<file path="src/rtl/tx_frame_scheduler_pkg.sv">
// tx_frame_scheduler_pkg: shared crossbar constants and scheduler state type.
package tx_frame_scheduler_pkg;
   localparam int N_PORTS    = 4;
   localparam int N_VC       = N_PORTS - 1;
   localparam int IFG_CYCLES = 12;
   localparam int MAX_FRAME  = 1518;
   typedef enum logic [1:0] {S_IDLE, S_SEND, S_GAP} sched_state_e;
endpackage

</file>
<file path="src/rtl/tx_frame_scheduler_if.sv">
// tx_frame_scheduler_if: VC-queue read side and TX mux controls of one TX port.
interface tx_frame_scheduler_if
   import tx_frame_scheduler_pkg::*;
#(parameter int N_REQ = N_VC);
   logic [N_REQ-1:0] req;
   logic [N_REQ-1:0] eof;
   logic [N_REQ-1:0] grant;
   logic [N_REQ-1:0] rd_en;
   logic             tx_ctrl;
   logic             busy;
   logic             err;
   modport master (input req, eof, output grant, rd_en, tx_ctrl, busy, err);
   modport slave  (output req, eof, input grant, rd_en, tx_ctrl, busy, err);
endinterface

</file>
<file path="src/rtl/tx_frame_scheduler_rr_arbiter_core.sv">
// rr_arbiter_core: combinational rotate-priority pick, first request at index >= ptr, wrapping.
module rr_arbiter_core #(
   parameter int N  = 3,
   parameter int PW = (N > 1) ? $clog2(N) : 1
) (
   input  logic [N-1:0]  req,
   input  logic [PW-1:0] ptr,
   output logic [N-1:0]  gnt,
   output logic          valid
);
   logic [N-1:0] hi;
   logic [N-1:0] sel;
   always_comb begin
      hi    = req & ~((N'(1) << ptr) - N'(1));
      sel   = (|hi) ? hi : req;
      gnt   = sel & (~sel + N'(1));
      valid = |req;
   end
endmodule

</file>
<file path="src/rtl/tx_frame_scheduler.sv">
// tx_frame_scheduler: grants whole frames round-robin to one TX port, pops to eof,
// then holds the inter-frame gap; a length watchdog aborts runaway frames.
module tx_frame_scheduler
   import tx_frame_scheduler_pkg::*;
#(
   parameter int P_N_REQ   = N_VC,
   parameter int P_IFG     = IFG_CYCLES,
   parameter int P_MAX_LEN = MAX_FRAME
) (
   input logic                  clk_i,
   input logic                  rst_ni,
   tx_frame_scheduler_if.master bus
);
   localparam int PW = (P_N_REQ > 1) ? $clog2(P_N_REQ) : 1;
   localparam int LW = $clog2(P_MAX_LEN + 1);
   localparam int GW = (P_IFG > 1) ? $clog2(P_IFG) : 1;
   localparam logic [GW-1:0] GAP_INIT = GW'((P_IFG > 0) ? P_IFG - 1 : 0);
   localparam logic [LW-1:0] LEN_LAST = LW'(P_MAX_LEN - 1);

   sched_state_e       state_q, state_d;
   logic [P_N_REQ-1:0] grant_q, grant_d;
   logic [PW-1:0]      ptr_q, ptr_d, ptr_nxt;
   logic [LW-1:0]      len_q, len_d;
   logic [GW-1:0]      gap_q, gap_d;
   logic               tx_q;
   logic [P_N_REQ-1:0] arb_gnt;
   logic               arb_valid;
   logic [P_N_REQ-1:0] rd_en;
   logic               last_pop;
   logic               wd_hit;

   rr_arbiter_core #(.N(P_N_REQ), .PW(PW)) u_arb (
      .req   (bus.req),
      .ptr   (ptr_q),
      .gnt   (arb_gnt),
      .valid (arb_valid)
   );

   assign last_pop = |(grant_q & bus.eof);
   // len_q holds pops already done, so LEN_LAST marks the P_MAX_LEN-th pop
   assign wd_hit   = len_q == LEN_LAST;

   always_ff @(posedge clk_i or negedge rst_ni) begin
      if (!rst_ni) begin
         state_q <= S_IDLE;
         grant_q <= '0;
         ptr_q   <= '0;
         len_q   <= '0;
         gap_q   <= '0;
         tx_q    <= 1'b0;
      end else begin
         state_q <= state_d;
         grant_q <= grant_d;
         ptr_q   <= ptr_d;
         len_q   <= len_d;
         gap_q   <= gap_d;
         tx_q    <= |rd_en;
      end
   end

   always_comb begin
      ptr_nxt = '0;
      for (int i = 0; i < P_N_REQ; i++)
         if (grant_q[i]) ptr_nxt = (i == P_N_REQ - 1) ? '0 : PW'(i + 1);
      state_d = state_q;
      grant_d = grant_q;
      ptr_d   = ptr_q;
      len_d   = len_q;
      gap_d   = gap_q;
      case (state_q)
         S_IDLE: if (arb_valid) begin
            state_d = S_SEND;
            grant_d = arb_gnt;
            len_d   = '0;
         end
         S_SEND: if (last_pop || wd_hit) begin
            state_d = (P_IFG == 0) ? S_IDLE : S_GAP;
            grant_d = '0;
            gap_d   = GAP_INIT;
            ptr_d   = ptr_nxt;
         end else begin
            len_d   = len_q + LW'(1);
         end
         S_GAP: begin
            gap_d   = (gap_q == '0) ? '0 : gap_q - GW'(1);
            state_d = (gap_q == '0) ? S_IDLE : S_GAP;
         end
         default: state_d = S_IDLE;
      endcase
   end

   always_comb begin
      rd_en       = (state_q == S_SEND) ? grant_q : '0;
      bus.rd_en   = rd_en;
      bus.grant   = grant_q;
      bus.tx_ctrl = tx_q;
      bus.busy    = state_q != S_IDLE;
      bus.err     = (state_q == S_SEND) && wd_hit && !last_pop;
   end
endmodule

</file>
<file path="src/flat_wrapper.sv">
// flat-port wrapper written by rule: the top's interface ports become plain ports
module tx_frame_scheduler_flat import tx_frame_scheduler_pkg::*;
#(
   parameter int P_N_REQ   = N_VC,
   parameter int P_IFG     = IFG_CYCLES,
   parameter int P_MAX_LEN = MAX_FRAME
)
  (clk_i, rst_ni, bus_req, bus_eof, bus_grant, bus_rd_en, bus_tx_ctrl, bus_busy, bus_err);
  tx_frame_scheduler_if #(.N_REQ(3)) bus_i ();
  input logic clk_i;
  input logic rst_ni;
  input wire logic [$bits(bus_i.req)-1:0] bus_req;
  input wire logic [$bits(bus_i.eof)-1:0] bus_eof;
  output wire logic [$bits(bus_i.grant)-1:0] bus_grant;
  output wire logic [$bits(bus_i.rd_en)-1:0] bus_rd_en;
  output wire logic [$bits(bus_i.tx_ctrl)-1:0] bus_tx_ctrl;
  output wire logic [$bits(bus_i.busy)-1:0] bus_busy;
  output wire logic [$bits(bus_i.err)-1:0] bus_err;
  assign bus_i.req = bus_req;
  assign bus_i.eof = bus_eof;
  assign bus_grant = bus_i.grant;
  assign bus_rd_en = bus_i.rd_en;
  assign bus_tx_ctrl = bus_i.tx_ctrl;
  assign bus_busy = bus_i.busy;
  assign bus_err = bus_i.err;
  tx_frame_scheduler #(.P_N_REQ(P_N_REQ), .P_IFG(P_IFG), .P_MAX_LEN(P_MAX_LEN)) u_core (.clk_i(clk_i), .rst_ni(rst_ni), .bus(bus_i));
endmodule
</file>
<file path="config.mk">
export PLATFORM = sky130hd
export DESIGN_NAME = tx_frame_scheduler_flat
export DESIGN_NICKNAME = d
export VERILOG_FILES = /design/src/rtl/tx_frame_scheduler_pkg.sv /design/src/rtl/tx_frame_scheduler_if.sv /design/src/rtl/tx_frame_scheduler_rr_arbiter_core.sv /design/src/rtl/tx_frame_scheduler.sv /design/src/flat_wrapper.sv
export SDC_FILE = /design/constraint.sdc
export NUM_CORES = 1
export LEC_CHECK = 0
export ABC_AREA = 0
export CAP_MARGIN = 10
export CORE_MARGIN = 2
export CORE_UTILIZATION = 56
export CTS_BUF_LIST = sky130_fd_sc_hd__clkbuf_4
export CTS_CLUSTER_DIAMETER = 80
export DETAILED_ROUTE_END_ITERATION = 16
export PLACE_DENSITY = 0.78
export SLEW_MARGIN = 0
export SYNTH_ARGS = -nofsm -noshare
export SYNTH_HDL_FRONTEND = slang
export SYNTH_SLANG_ARGS = --single-unit
export TNS_END_PERCENT = 20
</file>
<file path="constraint.sdc">
create_clock -name clk_i -period 2.8 [get_ports clk_i]
set_clock_uncertainty 0.2 [all_clocks]
set_input_delay 0.7 -clock clk_i [delete_from_list [all_inputs] [get_ports clk_i]]
set_output_delay 0.7 -clock clk_i [all_outputs]
set_load 0.02 [all_outputs]
</file>
# After elaboration in Yosys (flattened, before gate mapping)
# Cells that the tools add are included.
# classes
n_addsub	4
mul	0
div	0
order_cmp	0
eq_ne	6
n_shift	1
n_mux	18
bitwise	5
reduce_logical	18
# op_table
op	n
2-to-1 mux 11 bit	2
one-hot mux 11 bit (2 select lines)	1
2-to-1 mux 3 bit	4
OR reduction 3 bit	4
adder 11 x 1 -> 11 bit, second input constant	1
== test 11 bit, second input constant	1
2-to-1 mux 2 bit	5
bitwise AND 3 bit	3
2-to-1 mux 4 bit	2
one-hot mux 4 bit (2 select lines)	1
inverter 3 bit	2
one-hot mux 2 bit (3 select lines)	1
one-hot mux 3 bit (2 select lines)	1
AND reduction 2 bit	3
AND reduction 3 bit	2
nonzero test 2 bit	3
zero test 4 bit	1
!= test 2 x 1 -> 1 bit, second input constant	2
subtractor 4 x 1 -> 4 bit, second input constant	1
adder 3 x 1 -> 3 bit, second input constant	1
left shift 1 x 2 -> 3 bit, first input constant	1
subtractor 3 x 1 -> 3 bit, second input constant	1
== test 2 x 1 -> 1 bit, second input constant	1
== test 2 bit, second input constant	1
6 further kinds	7
# word_totals
regBits	23
latch_bits	0
mem_bits_rw	0
rom_bits	0
inputBits	8
out_inout_bits	9
elab_cells	58
memories	0

# Longest topological paths before layout
# Gate-level depths: netlist (run 1).
# depth
ltp_word	11
depth_mapped	7
mapped_depth_nobuf	7

# Modules after synthesis
# Synthesis (run 1) repeated with hierarchy kept, for this count alone.
# unflattened
hier_cells	137
area_unflattened_um2	1276.2
# modules_own_cells
module	n_inst	cells_each	area_per_inst_um2	seq_area_each_um2
tx_frame_scheduler	1	125	1201.2	575.6
rr_arbiter_core	1	12	75.1	0.0

# Worst setup path after synthesis (run 1)
# OpenSTA, ideal clock, no wires.
# synth_timing
path_kind	input to output
start	input bus_eof[0]
end	output bus_err
arrival_time_ps	1657
required_ps	1900
path_slack_ps	243
path_stages	3
path_buffers	0
cell_sequence	a222oi_1 -> nand2_1 -> nor2_1
# synth_via
elab_chain_cells	4
# synth_rtl
item	line_no	rtl
start: declaration	flat_wrapper.sv:13	input wire logic [$bits(bus_i.eof)-1:0] bus_eof;
bitwise AND 3 bit	tx_frame_scheduler.sv:39	assign last_pop = |(grant_q & bus.eof);
OR reduction 3 bit	tx_frame_scheduler.sv:39	
zero test 1 bit	tx_frame_scheduler.sv:98	bus.err = (state_q == S_SEND) && wd_hit && !last_pop;
logical AND 1 bit	tx_frame_scheduler.sv:98	
end: declaration	flat_wrapper.sv:18	output wire logic [$bits(bus_i.err)-1:0] bus_err;
# No other way between the ends.

# Worst setup path in the final report (run 1)
# layout_timing
start	input bus_eof[1]
end	output bus_err
# Same word-level chain as after synthesis.

==> metrics.md, run 1 <==
| Metric | Value |
|---|---|
| Core Area | 0.00219 mm^2 |
| Final #Nets | 184 |
| Post-DR vias/cell | 5.91 |
| Total negative slack | 0 ps |
| Drt wl/cell | 15.1 um |
| Hpwl dp | 2250 um |
| Clock sink count | 23 |
| CTS H-tree depth | 1 |
| Synth Warn # | 0 |
| GRT overflow | 0 |
| Slew Limit Fails | 0 |
| Post-Syn Instances | 132 |
| Syn Area/Cell | 9.72 um^2 |
| Filler cell count in the final layout | 143 |
| Seq/Total Area, Yosys | 0.449 |
| Synth-to-Final Area Change | 32.3% |
| Clk_lat worst skew | 320 ps |
| VDD IR max | 0.692 mV |
| Worst path required time | 1900 ps |
| Critical path class | primary input to primary output |
| 1st-pass router iterations | 4 |
| Post-synth cell types | 47 |
| Hold Path Class | flip-flop to flip-flop |
| #FFs+latches synth | 23 |
| Top cell type by total area after synthesis | dfrtp_1 |
| Residual DRC | 0 |
| Antenna cell count | 0 |
| CTS Buffer Depth | 2 |
| Ys flop type | dfrtp_1 |
| Slew HR | 0.708 |
| CTS tree | built |
| First-pass GRT wire length | 5300 um |
| Row count | 17 |
| Status | finished clean |
| CTS Hold Bufs | 0 |
| Critical Path Max Stage Delay | 400 ps |
| Post-layout util | 0.774 |
| Final setup fails | 0 |
| EDFF count, synth | 0 |
| Post-placement cell count | 190 |
| Initial antenna violation count | 0 |
| Most used cell along the critical path | buf_4 |
| WP data arrival | 1830 ps |
| IO Count | 17 |
| Hold Vio Cnt, Final | 0 |
| Gr usage total | 0.273 |
| Die H | 51.9 um |
| Power Density | 857 mW/mm^2 |
| Num CTS Buffers | 3 |
| Final cell count without fillers | 201 |
| Largest cells by area after synthesis | dfrtp_1 (45%), nor2_1 (5.0%), nand2_1 (2.9%) |
| Final period util | 0.974 |
| CP startpoint kind | primary input |
| CTS root buffer | clkbuf_4 |
| Synth top cells by count | dfrtp_1 (23), nor2_1 (17), nand2_1 (10), nand2b_1 (6), and2_1 (5) |
| Detailed-route via count | 1,188 |
| Fmax | 367 MHz |
| Max_cap viols | 0 |
| DIE WIDTH | 51.9 um |
| Drt total wl | 3030 um |
| Minimum clock period | 2730 ps |
| Most common cell in the netlist | dfrtp_1 |
| Die area | 0.00269 mm^2 |
| Post-DRT Antenna Nets | 0 |
| Ys async rst share | 1.00 |
| Reg clk slew, reported paths | 120 ps |
| Slew at the pin closest to its max-slew limit | 435 ps |
| Port bufs | 16 |
| Pin count of the biggest net entering global routing | 24 |
| GPL Wtd Cong | 0.899 |
| Share of layout cells above drive strength 1 | 0.237 |
| Starting Density | 0.585 |
| Post-Syn Area | 0.00128 mm^2 |
| CP Max Fanout | 2 |
| Post-synth top area share | 0.449 |
| Mapped Nets | 142 |
| DR iter-0 viols | 29 |
| Crit-path cells | dlygate4sd2_1 -> a222oi_1 -> buf_4 -> nand2_2 -> nor2_1 -> buf_4 |
| CP max-delay cell | a222oi_1 |
| Leakage | 0.810 nW |
| CP endpoint kind | primary output |
| Vias in the first global route | 1,208 |
## critical path, delay by kind of cell
| family | cells | cell delay, ps |
|---|---|---|
| compound gates | 1 | 400 |
| simple gates | 2 | 150 |
| buf+inv | 3 | 580 |
## final timing paths
path                       slack [ps]  cells after the start           startpoint             endpoint
max in group asynchronous        1640                      2               rst_ni     u_core.len_q[10]
min in group asynchronous         520                      2               rst_ni  u_core.bus.grant[0]
min                               360                      1      u_core.len_q[0]      u_core.len_q[0]
max reg2reg                       260                     11  u_core.bus.grant[0]      u_core.len_q[6]
max                                70                      6           bus_eof[1]              bus_err
min reg2reg                       360                      1      u_core.len_q[0]      u_core.len_q[0]
## registers in the layout, summed over array words and instances (netlist names)
register / count
u_core.state_q: 2
u_core.len_q: 11
u_core.bus.grant: 3
u_core.ptr_q: 2
u_core.bus.tx_ctrl: 1
u_core.gap_q: 4
## cells by family (layout without fill, tap and decap cells)
| logic type | Yosys count | in the layout | synth area share |
|---|---|---|---|
| and+or+nand+nor | 69 | 69 | 0.325 |
| AOI/OAI and AO/OA | 28 | 28 | 0.156 |
| DFF | 23 | 23 | 0.449 |
| buffers and inverters | 5 | 46 | 0.0146 |
| xor gates and xnor gates | 3 | 3 | 0.0205 |
| adders and majority gates | 2 | 2 | 0.0195 |
| muxes | 2 | 2 | 0.0156 |
## per-stage QoR
stage | hold slack (ps) | setup slack, ps | power (mW) | instance area [um^2]
after floorplan | 204 | 243 | 0.889 | 1280
after detailed placement | 347 | -490 | 1.20 | 1590
after global placement | 319 | -463 | 1.18 | 1590
after global routing | 393 | -2.27 | 1.56 | 1700
after CTS | 364 | 4.76 | 1.47 | 1700
final | 357 | 71.7 | 1.45 | 1700
## per-layer routing
layer	vias up	GRT usage	wire [um]
li1	577	-	-
met1	580	0.326	1240
met2	26	0.475	1630
met3	5	0.0402	111
met4	0	0.140	49
met5	-	0	0
## power by group
part	switching (mW)	leakage [nW]	total, mW	internal, mW
clock	0.104	0.0177	0.158	0.0536
sequential	0.0775	0.300	0.495	0.418
combinational	0.406	0.492	0.802	0.395
## placed cells by master (no fill, tap or decap), types with 4 or more instances in the layout
| master | Yosys | final |
|---|---|---|
| buf_4 | 0 | 24 |
| dfrtp_1 | 23 | 23 |
| nor2_1 | 17 | 17 |
| clkdlybuf4s50_1 | 0 | 10 |
| nand2_1 | 10 | 9 |
| nand2b_1 | 6 | 6 |
| and2_1 | 5 | 5 |
| a21oi_1 | 4 | 4 |
| a31oi_1 | 4 | 4 |
| o21ai_0 | 4 | 4 |
## what timing repair did
item | in CTS | in global routing
setup endpoints to repair | 1 | 12
gates resized for setup | 10 | 5
pin swaps | 7 | 4
buffers inserted | 11 | 0
## final cells by class
type / instances / area (um^2) / area share
timing repair buffer: 39 / 337 / 0.198
clock buffer: 3 / 22.5 / 0.0133
inverter: 3 / 11.3 / 0.00664
multi-input combinational: 104 / 711 / 0.419
sequential: 23 / 576 / 0.339
clock inverter: 1 / 5.00 / 0.00295
tap: 28 / 35.0 / 0.0206
(Power assumes the default switching activity.)
==> run 2: changes to the inputs <==
PLACE_DENSITY = 0.8   (was 0.78)
==> run 2 against run 1 <==
Against the previous run:
- final area is 4.5% lower
- clock power about the same
- power is 6.4% lower
- sequential power increased by 3%
- critical path type unchanged
- critical endpoint unchanged
- largest power group unchanged
==> metrics.md, run 2 (same netlist as run 1, synthesis figures left out) <==
| Metric | Value |
|---|---|
| Critical Path Max Stage Delay | 410 ps |
| Clk_lat worst skew | 320 ps |
| Worst path required time | 1900 ps |
| CP max-delay cell | clkdlybuf4s50_1 |
| Minimum clock period | 2750 ps |
| CTS Buffer Depth | 2 |
| Vias in the first global route | 1,164 |
| Final setup fails | 0 |
| Final period util | 0.981 |
| Max reg flops | 11 |
| 1st-pass router iterations | 4 |
| Reg with most FFs | u_core.len_q |
| Post-placement cell count | 188 |
| Antenna cell count | 0 |
| Pre-CTS setup slack | -467 ps |
| DR iter-0 viols | 27 |
| CTS tree | built |
| Max_cap viols | 0 |
| Synth-to-Final Area Change | 26.3% |
| Hpwl dp | 2260 um |
| First-pass GRT wire length | 5260 um |
| CTS root buffer | clkbuf_4 |
| Detailed-route via count | 1,161 |
| Placed cell areas | 0.00158 mm^2 |
| VDD IR max | 0.639 mV |
| Leakage | 0.738 nW |
| Clock sink count | 23 |
| Commonest non-fill, non-tap cell in the layout | dfrtp_1 |
| Initial antenna violation count | 0 |
| Row count | 17 |
| Crit-path cells | clkdlybuf4s50_1 -> a222oi_1 -> nand2_1 -> nor2_1 -> buf_4 |
| Design area | 0.00162 mm^2 |
| CP Max Fanout | 2 |
| Slew HR | 0.729 |
| Core Area | 0.00219 mm^2 |
| Slew Limit Fails | 0 |
| Worst Hold Margin | 360 ps |
| Pwr Total | 1.36 mW |
| Worst path bufs/invs | 2 |
| Post-DR vias/cell | 5.98 |
| Starting Density | 0.585 |
| IO Count | 17 |
| Final WS setup | 51.9 ps |
| Drt wl/cell | 15.4 um |
| Num CTS Buffers | 3 |
| GRT overflow | 0 |
| Die H | 51.9 um |
| CTS Hold Bufs | 0 |
| Total negative slack | 0 ps |
| Drt total wl | 3000 um |
| Power Density | 841 mW/mm^2 |
| Commonest non-fill, non-tap cells in the layout | dfrtp_1 (23), nor2_1 (17), buf_4 (17), clkdlybuf4s50_1 (14), nand2_1 (10) |
| Final #Nets | 177 |
| Reg clk slew, reported paths | 130 ps |
| Post-DRT Antenna Nets | 0 |
| Hold Path Class | flip-flop to flip-flop |
| CP endpoint kind | primary output |
| Critical path class | primary input to primary output |
| Slew at the pin closest to its max-slew limit | 403 ps |
| Die area | 0.00269 mm^2 |
| DIE WIDTH | 51.9 um |
| CTS H-tree depth | 1 |
| Status | finished clean |
| Fmax | 364 MHz |
| Final cell count without fillers | 194 |
| Hold Vio Cnt, Final | 0 |
| Post-layout util | 0.740 |
| GPL Wtd Cong | 0.944 |
| Pin count of the biggest net entering global routing | 24 |
| Delay-heaviest family, CP | buffers and inverters |
| Residual DRC | 0 |
| Gr usage total | 0.267 |
| WP data arrival | 1850 ps |
| Port bufs | 16 |
| Share of layout cells above drive strength 1 | 0.205 |
| CP startpoint kind | primary input |
==> run 2: path summary, 6_finish.rpt <==
path | startpoint | end | slack [ps] | depth (start not counted)
min in group asynchronous | rst_ni | u_core.len_q[9] | 510 | 2
worst min register to register | u_core.len_q[10] | u_core.len_q[10] | 360 | 2
worst max register to register | u_core.bus.grant[1] | u_core.len_q[5] | 420 | 8
worst max-delay path | bus_eof[1] | bus_err | 50 | 5
worst min-delay path | u_core.len_q[10] | u_core.len_q[10] | 360 | 2
max in group asynchronous | rst_ni | u_core.ptr_q[1] | 1670 | 2
==> run 2: worst register-to-register path: cells and delay by family, from the launching register on <==
family	cells	cell delay (ps)
DFF	1	460
and+or+nand+nor	2	450
AOI/OAI and AO/OA	3	780
buffers and inverters	3	390
==> run 2: repair_timing <==
action,in CTS,in global routing
gates resized for setup,5,2
pin swaps,1,3
setup endpoints to repair,1,4
setup buffers,1,1
==> run 2: metal layers <==
layer  up-vias  wire [um]  track usage
li1        560          -            -
met1       571       1300        0.325
met2        25       1570        0.468
met3         5         71       0.0287
met4         0         55        0.123
met5         -          0            0
==> run 2: power by group <==
part / internal (mW) / total, mW / switching [mW]
sequential: 0.418 / 0.508 / 0.0903
combinational: 0.328 / 0.696 / 0.367
clock: 0.0536 / 0.158 / 0.105
total: 0.800 / 1.36 / 0.562
==> run 2: final cells by class <==
class                   count  area, um^2
well taps                  28        35.0
multi-input cells         104         691
repair buffers             32         280
clock buffers               3        22.5
fillers                   170         571
flip-flops and latches     23         576
clock inverters             1        5.00
inverters                   3        11.3
